## src/rtl/ct_loader_if.sv

```systemverilog
// ct_loader_if: the signal bundle around the ARC4 ciphertext loader.
//   Upstream stream : in_valid, in_data[7:0], in_last (to loader); in_ready (from loader)
//   ct_mem port     : ct_addr[7:0], ct_wrdata[7:0], ct_wren (from loader)
//   Cracker         : crack_en (from loader); crack_rdy (to loader)
//   Status          : msg_len[7:0], done, overflow (from loader)
// The master modport is the loader. The slave modport is its environment:
// the upstream source, ct_mem, the cracker and whatever reads the status.
interface ct_loader_if;
  logic       in_valid;
  logic [7:0] in_data;
  logic       in_last;
  logic       in_ready;
  logic [7:0] ct_addr;
  logic [7:0] ct_wrdata;
  logic       ct_wren;
  logic       crack_en;
  logic       crack_rdy;
  logic [7:0] msg_len;
  logic       done;
  logic       overflow;

  modport master (
    input  in_valid, in_data, in_last, crack_rdy,
    output in_ready, ct_addr, ct_wrdata, ct_wren, crack_en, msg_len, done, overflow
  );

  modport slave (
    output in_valid, in_data, in_last, crack_rdy,
    input  in_ready, ct_addr, ct_wrdata, ct_wren, crack_en, msg_len, done, overflow
  );
endinterface

```

## src/rtl/ct_loader.sv

```systemverilog
// ct_loader: the upstream stage of the ARC4 key cracker.
// It takes a ciphertext byte stream (valid/ready, with in_last marking the
// final byte) and writes it into ct_mem in length-prefixed form: the bytes go
// to addresses 1..N, then N goes to address 0. It then starts the cracker
// through en/rdy and pulses done when the cracker is idle again.
// Ports:
//   clk   system clock; all state changes on the rising edge
//   rst   asynchronous reset, active high
//   bus   ct_loader_if.master (upstream stream, ct_mem write port, cracker, status)
// Every output is driven straight from a register.
module ct_loader #(
  parameter int MAX_LEN = 255  // must be <= 255 so that N fits in byte 0
) (
  input  logic         clk,
  input  logic         rst,
  ct_loader_if.master  bus
);

  typedef enum logic [2:0] {LOAD, WRLEN, START, WAIT_BUSY, WAIT_DONE} state_t;

  // Counter value when the MAX_LEN-th beat is accepted.
  localparam logic [7:0] LAST_IDX = 8'(MAX_LEN - 1);

  state_t     state_q, state_d;
  logic [7:0] cnt_q, cnt_d;
  logic [1:0] wait_q, wait_d;
  logic       reiss_q, reiss_d;
  logic       in_ready_q, in_ready_d;
  logic [7:0] ct_addr_q, ct_addr_d;
  logic [7:0] ct_wrdata_q, ct_wrdata_d;
  logic       ct_wren_q, ct_wren_d;
  logic       crack_en_q, crack_en_d;
  logic [7:0] msg_len_q, msg_len_d;
  logic       done_q, done_d;
  logic       overflow_q, overflow_d;
  logic       beat;

  // A beat is accepted only through the registered in_ready. Holding
  // in_valid high while in_ready is low therefore cannot repeat a write.
  assign beat = bus.in_valid & in_ready_q;

  always_comb begin
    state_d     = state_q;
    cnt_d       = cnt_q;
    wait_d      = wait_q;
    reiss_d     = reiss_q;
    in_ready_d  = 1'b0;
    ct_addr_d   = ct_addr_q;
    ct_wrdata_d = ct_wrdata_q;
    ct_wren_d   = 1'b0;
    crack_en_d  = 1'b0;
    msg_len_d   = msg_len_q;
    done_d      = 1'b0;
    overflow_d  = overflow_q;
    unique case (state_q)
      LOAD: begin
        in_ready_d = 1'b1;
        if (beat) begin
          cnt_d       = cnt_q + 8'd1;
          ct_wren_d   = 1'b1;
          ct_addr_d   = cnt_q + 8'd1;
          ct_wrdata_d = bus.in_data;
          // The first beat of a message clears the previous message's overflow.
          if (cnt_q == 8'd0) overflow_d = 1'b0;
          if (bus.in_last) begin
            state_d    = WRLEN;
            in_ready_d = 1'b0;
          end else if (cnt_q == LAST_IDX) begin
            // Message is truncated at MAX_LEN. The rest of the stream is
            // left to wait until the next LOAD.
            overflow_d = 1'b1;
            state_d    = WRLEN;
            in_ready_d = 1'b0;
          end
        end
      end
      WRLEN: begin
        ct_wren_d   = 1'b1;
        ct_addr_d   = 8'd0;
        ct_wrdata_d = cnt_q;
        msg_len_d   = cnt_q;
        wait_d      = 2'd0;
        reiss_d     = 1'b0;
        state_d     = START;
      end
      START: begin
        if (bus.crack_rdy) begin
          crack_en_d = 1'b1;
          state_d    = WAIT_BUSY;
        end
      end
      WAIT_BUSY: begin
        // If rdy is still high after 4 cycles, the cracker missed the start.
        // Re-issue en once, then keep waiting.
        if (!bus.crack_rdy) begin
          state_d = WAIT_DONE;
        end else if (wait_q == 2'd3) begin
          if (!reiss_q) begin
            crack_en_d = 1'b1;
            reiss_d    = 1'b1;
          end
        end else begin
          wait_d = wait_q + 2'd1;
        end
      end
      WAIT_DONE: begin
        if (bus.crack_rdy) begin
          done_d     = 1'b1;
          cnt_d      = 8'd0;
          in_ready_d = 1'b1;
          state_d    = LOAD;
        end
      end
      default: state_d = LOAD;
    endcase
  end

  always_ff @(posedge clk or posedge rst) begin
    if (rst) begin
      state_q     <= LOAD;
      cnt_q       <= 8'd0;
      wait_q      <= 2'd0;
      reiss_q     <= 1'b0;
      in_ready_q  <= 1'b0;
      ct_addr_q   <= 8'd0;
      ct_wrdata_q <= 8'd0;
      ct_wren_q   <= 1'b0;
      crack_en_q  <= 1'b0;
      msg_len_q   <= 8'd0;
      done_q      <= 1'b0;
      overflow_q  <= 1'b0;
    end else begin
      state_q     <= state_d;
      cnt_q       <= cnt_d;
      wait_q      <= wait_d;
      reiss_q     <= reiss_d;
      in_ready_q  <= in_ready_d;
      ct_addr_q   <= ct_addr_d;
      ct_wrdata_q <= ct_wrdata_d;
      ct_wren_q   <= ct_wren_d;
      crack_en_q  <= crack_en_d;
      msg_len_q   <= msg_len_d;
      done_q      <= done_d;
      overflow_q  <= overflow_d;
    end
  end

  assign bus.in_ready  = in_ready_q;
  assign bus.ct_addr   = ct_addr_q;
  assign bus.ct_wrdata = ct_wrdata_q;
  assign bus.ct_wren   = ct_wren_q;
  assign bus.crack_en  = crack_en_q;
  assign bus.msg_len   = msg_len_q;
  assign bus.done      = done_q;
  assign bus.overflow  = overflow_q;

endmodule

```

## src/flat_wrapper.sv

```systemverilog
// flat-port wrapper written by rule: the top's interface ports become plain ports
module ct_loader_flat 
#(
  parameter int MAX_LEN = 255                                            
)
  (clk, rst, bus_in_valid, bus_in_data, bus_in_last, bus_crack_rdy, bus_in_ready, bus_ct_addr, bus_ct_wrdata, bus_ct_wren, bus_crack_en, bus_msg_len, bus_done, bus_overflow);
  ct_loader_if bus_i ();
  input  logic clk;
  input  logic rst;
  input wire logic [$bits(bus_i.in_valid)-1:0] bus_in_valid;
  input wire logic [$bits(bus_i.in_data)-1:0] bus_in_data;
  input wire logic [$bits(bus_i.in_last)-1:0] bus_in_last;
  input wire logic [$bits(bus_i.crack_rdy)-1:0] bus_crack_rdy;
  output wire logic [$bits(bus_i.in_ready)-1:0] bus_in_ready;
  output wire logic [$bits(bus_i.ct_addr)-1:0] bus_ct_addr;
  output wire logic [$bits(bus_i.ct_wrdata)-1:0] bus_ct_wrdata;
  output wire logic [$bits(bus_i.ct_wren)-1:0] bus_ct_wren;
  output wire logic [$bits(bus_i.crack_en)-1:0] bus_crack_en;
  output wire logic [$bits(bus_i.msg_len)-1:0] bus_msg_len;
  output wire logic [$bits(bus_i.done)-1:0] bus_done;
  output wire logic [$bits(bus_i.overflow)-1:0] bus_overflow;
  assign bus_i.in_valid = bus_in_valid;
  assign bus_i.in_data = bus_in_data;
  assign bus_i.in_last = bus_in_last;
  assign bus_i.crack_rdy = bus_crack_rdy;
  assign bus_in_ready = bus_i.in_ready;
  assign bus_ct_addr = bus_i.ct_addr;
  assign bus_ct_wrdata = bus_i.ct_wrdata;
  assign bus_ct_wren = bus_i.ct_wren;
  assign bus_crack_en = bus_i.crack_en;
  assign bus_msg_len = bus_i.msg_len;
  assign bus_done = bus_i.done;
  assign bus_overflow = bus_i.overflow;
  ct_loader #(.MAX_LEN(MAX_LEN)) u_core (.clk(clk), .rst(rst), .bus(bus_i));
endmodule
```

## config.mk

```make
export PLATFORM = sky130hd
export DESIGN_NAME = ct_loader_flat
export DESIGN_NICKNAME = d
export VERILOG_FILES = /design/src/rtl/ct_loader_if.sv /design/src/rtl/ct_loader.sv /design/src/flat_wrapper.sv
export SDC_FILE = /design/constraint.sdc
export NUM_CORES = 1
export LEC_CHECK = 0
export BUFFER_PORTS_ARGS = -buffer_cell sky130_fd_sc_hd__buf_4
export CAP_MARGIN = 10
export CORE_MARGIN = 4
export CORE_UTILIZATION = 48
export DETAILED_ROUTE_END_ITERATION = 10
export GPL_TIMING_DRIVEN = 0
export HOLD_SLACK_MARGIN = 0.06
export MAX_ROUTING_LAYER = met4
export PLACE_DENSITY = 0.74
export SKIP_LAST_GASP = 1
export SYNTH_ARGS = -nofsm -noshare
export SYNTH_HDL_FRONTEND = slang
export SYNTH_SLANG_ARGS = --single-unit
```

## constraint.sdc

```tcl
create_clock -name clk -period 1.8 [get_ports clk]
set_clock_uncertainty 0.05 [all_clocks]
set_input_delay 0.27 -clock clk [delete_from_list [all_inputs] [get_ports clk]]
set_output_delay 0.27 -clock clk [all_outputs]
set_load 0.005 [all_outputs]
```

==> impl_metrics.tcl, run 1 <==
set metrics [dict create \
    fin_nets 247 \
    clkSinkCount 43 \
    first_pass_iters 4 \
    ff2ff_setup_slack_ps 90 \
    fmax_mhz 586 \
    period_minus_slack_ps 1710 \
    p_per_area_nw_per_um2 1650 \
    fp.dieH_microns 72.5 \
    cts_tree "yes" \
    netlist.area_leader.share_pct 53.8 \
    crit_end "u_core.bus.overflow$_DFFE_PP0P_" \
    whs_ps 102 \
    yosysWarnings 0 \
    p_total_mw 4.09 \
    grtUsageTotal_pct 19.9 \
    syn_avg_cell_area_sq_um 11.0 \
    port_buffers 41 \
    highest_layer "met4" \
    synth-edff-count 0 \
    initial_utilization_pct 49.6 \
    r2r_start "u_core.cnt_q[1]$_DFFE_PP0P_" \
    totalWireLength_mm 4.77 \
    grt_pass1_vias 1639 \
    status "complete, no violations" \
    htree_levels 2 \
    syn_inst 182 \
    synth_largest_area_cell "dfrtp_1" \
    synth.distinct_cells 49 \
    drive_above_1_share_pct 30.3 \
    synth.area.top_cells "dfrtp_1 (54%), a221o_1 (4.0%), a21o_1 (3.4%)" \
    min_period_over_period_pct 94.8 \
    postRouteAntennaNets 0 \
    startpoint "u_core.cnt_q[1]$_DFFE_PP0P_" \
    dpl.cell_count 273 \
    ys_dominant_reg_cell "dfrtp_1" \
    ios 42 \
    row_count 23 \
    crit-reg2reg-capture "u_core.bus.overflow$_DFFE_PP0P_" \
    ir_worst_vdd_v 0.000762 \
    final_common_cell "buf_4" \
    clk_pin_slew_ps 80 \
    cp.required_ps 1930 \
    hold_viol 0 \
    tightest_slew_ps 876 \
    vias_per_cell 5.75 \
    utilization_pct 61.3 \
    cp.arrival_ps 1840 \
    finalSetupTns_ps 0 \
    n_fill_cell 344 \
    antennaDiodeCount 0 \
    place_congestion 0.797 \
    cp-start-kind "register" \
    coreArea_sq_um 4030 \
    via_count 1615 \
    final_cell_mix "buf_4 (42), dfrtp_1 (41), nor2_1 (12)" \
    die_w_microns 72.5 \
    syn2layout_area_growth_pct 23.5 \
    cts_made_buffers 5 \
    setup_violations 0 \
    met2_length_mm 2.23 \
    cts_buffer_depth 2 \
    maxCapViolations 0 \
    path_class "register to register" \
    power_leakage_nw 1.18 \
    grt_max_degree 44 \
    path_max_fanout 5 \
    clock_latency_ps 300 \
    critPathCaptureType "register" \
    slew_headroom_pct 41.5 \
    wl_met3_microns 303 \
    root_buffer "clkbuf_8" \
    synthArstFlopShare_pct 100 \
    drc 0 \
    yosysSeqAreaShare_pct 53.8 \
    overflow 0 \
    grt_pass1_wl_mm 7.86 \
    post_drt_wl_per_cell_microns 17.0 \
    initialDrtViolationCount 128 \
    ys_seq_elements 43 \
    synthesis.area_sq_um 2000 \
    drt-met1-wl_mm 2.16 \
    r2r_cells 5 \
    die-area_sq_um 5260 \
    holdBufCountCts 0 \
    slew_violations 0 \
    dp_hpwl_mm 3.31 \
    post-cts-setup-buffers 0 \
    antenna_found_initial 0 \
    syn_nets 199 \
    hp-class "input pin to async pin" \
    instances_no_fill 281 \
]
==> Yosys cell counts (2+ instances only) <==
cell,count
dfrtp_1,43
o221ai_1,2
inv_1,10
a22o_1,2
clkbuf_1,2
o22ai_1,2
nor3_1,2
nor2_1,13
nand3_1,5
nand2_1,9
o211ai_1,9
o2bb2ai_1,2
a221o_1,8
a21oi_1,6
or3_1,5
nand2b_1,3
ha_1,4
or4_1,3
a21o_1,9
o21ai_0,7
xnor2_1,3
buf_2,6
==> repair_timing <==
item,4_1_cts,5_1_grt
setup endpoints to repair,6,19
gates resized for setup,1,8
endpoints found under the hold margin,0,0
pin swaps,0,0
==> worst max-delay path, stage by stage, from the launching register on <==
cell and delay, ps:
dfrtp_2 450, inv_1 110, ha_1 150, or4b_1 450, o41ai_2 280, o41ai_1 110
==> where the power goes <==
part	internal, mW	switching [mW]	total [mW]	leakage [nW]
sequential	1.38	0.316	1.70	0.536
clock	0.271	0.331	0.602	0.0412
combinational	0.907	0.881	1.79	0.602
total	2.56	1.53	4.09	1.18
==> state kept, by name, summed over array words and instances, names as in the netlist <==
signal / cells
u_core.bus.ct_addr: 8
u_core.bus.ct_wrdata: 8
u_core.bus.msg_len: 8
u_core.cnt_q: 8
u_core.state_q: 3
u_core.wait_q: 2
u_core.bus.crack_en: 1
u_core.bus.ct_wren: 1
u_core.bus.done: 1
u_core.bus.in_ready: 1
u_core.bus.overflow: 1
u_core.reiss_q: 1
==> metal layers <==
metal | vias to the layer above | track usage [%]
li1 | 766 | -
met2 | 48 | 29.6
met4 | 0 | 7.17
met3 | 7 | 4.99
met5 | - | -
met1 | 794 | 26.4
==> cell families after synthesis <==
logic type / synth area share, %
muxes: 1.06
DFF: 53.8
and+or+nand+nor: 15.1
buffers and inverters: 4.69
AOI/OAI and AO/OA: 21.5
xor gates and xnor gates: 1.31
adders and majority gates: 2.50
==> per-stage QoR <==
step	instance area, sq um	setup slack (ps)
after floorplan	2000	172
after global placement	2370	-84.6
after detailed placement	2370	-30.4
after CTS	2460	42.6
after global routing	2470	-5.10
final	2470	94.5
==> worst min path at each step <==
stage,from,end
final,rst,u_core.bus.msg_len[2]$_DFFE_PP0P_
after global placement,u_core.bus.msg_len[4]$_DFFE_PP0P_,u_core.bus.msg_len[4]$_DFFE_PP0P_
after global routing,bus_in_last,u_core.bus.overflow$_DFFE_PP0P_
after detailed placement,u_core.bus.msg_len[5]$_DFFE_PP0P_,u_core.bus.msg_len[5]$_DFFE_PP0P_
after floorplan,bus_crack_rdy,u_core.state_q[2]$_DFFE_PP0P_
after CTS,bus_in_last,u_core.bus.overflow$_DFFE_PP0P_
==> final cells by class <==
cell class | instances | area, sq um | share of cell area, %
clock buffer | 6 | 72.6 | 2.94
sequential | 43 | 1080 | 43.7
clock inverter | 2 | 12.5 | 0.507
tap | 50 | 62.6 | 2.53
timing repair buffer | 41 | 308 | 12.5
multi-input combinational | 119 | 841 | 34.0
inverter | 10 | 37.5 | 1.52
buffer | 10 | 57.6 | 2.33
No activity file was read; power rests on OpenSTA's default activity.
==> run 2: changes to the inputs <==
--- a/config.mk
+++ b/config.mk
@@ -7,7 +7,8 @@
 export LEC_CHECK = 0
 export BUFFER_PORTS_ARGS = -buffer_cell sky130_fd_sc_hd__buf_4
 export CAP_MARGIN = 10
-export CORE_MARGIN = 4
+export CORE_ASPECT_RATIO = 0.8
+export CORE_MARGIN = 1
 export CORE_UTILIZATION = 48
 export DETAILED_ROUTE_END_ITERATION = 10
 export GPL_TIMING_DRIVEN = 0
==> constraint.sdc (replaced) <==
create_clock -name clk -period 1.4 [get_ports clk]
set_clock_uncertainty 0.05 [all_clocks]
set_input_delay 0.21 -clock clk [delete_from_list [all_inputs] [get_ports clk]]
set_output_delay 0.21 -clock clk [all_outputs]
set_load 0.005 [all_outputs]
==> run 2 against run 1 <==
Net effect: the flow now finishes with violations (negative setup slack); design area grew 27%; count of clock-buffer cells in the layout is the same; die area shrank 16%; worst hold slack lost 45 ps; power grew 70%; flip-flop and latch count is the same; largest cell class is now multi-input gates.
==> impl_metrics.tcl, run 2 (synthesis results as in run 1) <==
set metrics [dict create \
    status "finished, violations left" \
    violations "negative setup slack" \
    utilization_pct 80.5 \
    coreArea_sq_um 3900 \
    crit_chain "or3_4 > or4_4 > o211ai_1" \
    place_congestion 0.925 \
    grt_pass1_wl_mm 9.56 \
    wl_met3_microns 673 \
    critical_path.top_delay_family "simple AND/OR/NAND/NOR gates" \
    path_buf_inv 0 \
    clk_pin_slew_ps 90 \
    cp.required_ps 1570 \
    vias_per_cell 6.37 \
    initialDrtViolationCount 275 \
    met2_length_mm 3.30 \
    p_per_area_nw_per_um2 2210 \
    holdBufCountCts 0 \
    die_w_microns 74.2 \
    fmax_mhz 599 \
    setup_violations 36 \
    post_drt_wl_per_cell_microns 22.1 \
    period_minus_slack_ps 1670 \
    rsz0062_at_grt "yes" \
    final_cell_mix "buf_4 (68), dfrtp_1 (39), buf_6 (13)" \
    drc 0 \
    row_count 20 \
    final_common_cell "buf_4" \
    die-area_sq_um 4430 \
    fp.dieH_microns 59.7 \
    grt_pass1_vias 1869 \
    drive_above_1_share_pct 53.2 \
    p_total_mw 6.96 \
    grtUsageTotal_pct 31.5 \
    initial_utilization_pct 51.2 \
    setup_ws_ps -268 \
    drt-met1-wl_mm 2.84 \
    dp_slack_ps -343 \
    clock_latency_ps 310 \
    path_class "register to register" \
    power_leakage_nw 1.45 \
    critPathCaptureType "register" \
    tightest_slew_ps 908 \
    antenna_found_initial 0 \
    cts_buffer_depth 2 \
    cp_slowest_cell "or4_4" \
    ir_worst_vdd_v 0.00137 \
    grt_max_degree 44 \
    fin_nets 284 \
    clkSinkCount 43 \
    slew_headroom_pct 39.4 \
    antennaDiodeCount 0 \
    path_max_fanout 5 \
    ios 42 \
    highest_layer "met4" \
    cp.arrival_ps 1840 \
    slew_violations 0 \
    htree_levels 2 \
    via_count 2050 \
    dp_hpwl_mm 3.43 \
    min_period_over_period_pct 119 \
    critPathMaxStageDelay_ps 530 \
    cts_made_buffers 5 \
    hold_viol 0 \
    port_buffers 41 \
    maxCapViolations 0 \
    startpoint "u_core.state_q[0]$_DFFE_PP0P_" \
    syn2layout_area_growth_pct 57.3 \
    cp-start-kind "register" \
    overflow 0 \
    r2r_start "u_core.state_q[0]$_DFFE_PP0P_" \
    totalWireLength_mm 7.11 \
    postRouteAntennaNets 0 \
    first_pass_iters 5 \
    cts_tree "yes" \
    hp-class "input pin to async pin" \
    root_buffer "clkbuf_8" \
]
==> run 2: cell type report <==
class | instances | area, sq um
Timing Repair Buffer | 78 | 637
Multi-Input combinational cell | 120 | 1120
Inverter | 10 | 37.5
Clock buffer | 6 | 82.6
Sequential cell | 43 | 1080
Clock inverter | 1 | 5.00
Buffer | 9 | 115
Fill cell | 234 | 759
Tap cell | 55 | 68.8
==> run 2: report_power, final <==
group,leakage (nW),total [mW],switching [mW],internal [mW]
sequential,0.534,2.28,0.504,1.78
combinational,0.865,3.87,1.82,2.05
clock,0.0470,0.812,0.425,0.387
total,1.45,6.96,2.74,4.22
==> run 2: worst paths after layout <==
kind	endpoint	slack, ps	depth (start not counted)
setup / recovery	u_core.bus.ct_addr[5]$_DFFE_PP0P_	-270	3
hold / removal	u_core.bus.ct_addr[5]$_DFFE_PP0P_	60	2
min in group clk	u_core.bus.ct_wrdata[3]$_DFFE_PP0P_	80	2
max in group asynchronous	u_core.cnt_q[0]$_DFFE_PP0P_	620	2
hold reg to reg	u_core.bus.msg_len[0]$_DFFE_PP0P_	440	1
setup reg to reg	u_core.bus.ct_addr[5]$_DFFE_PP0P_	-270	3
==> run 2: stage by stage <==
stage / cell area (sq um) / hold slack [ps] / cells / setup TNS [ps]
global route: 3140 / 86.1 / 322 / -7190
finish: 3140 / 56.8 / 322 / -6110
global placement: 2430 / 369 / 278 / -21320
detailed placement: 2430 / 388 / 278 / -5540
CTS: 2960 / 77.1 / 314 / -4000
floorplan: 2050 / 226 / 182 / -405
==> run 2: routing by layer <==
metal	vias to the layer above	track usage, %
met5	-	-
met4	0	10.2
met3	37	7.76
met2	167	48.3
met1	997	41.2
li1	849	-
==> run 2: what timing repair did <==
item | CTS | global route
resized for setup | 46 | 29
pin swaps | 22 | 13
setup endpoints to repair | 35 | 38
buffers inserted | 26 | 7
cloned | 4 | 1
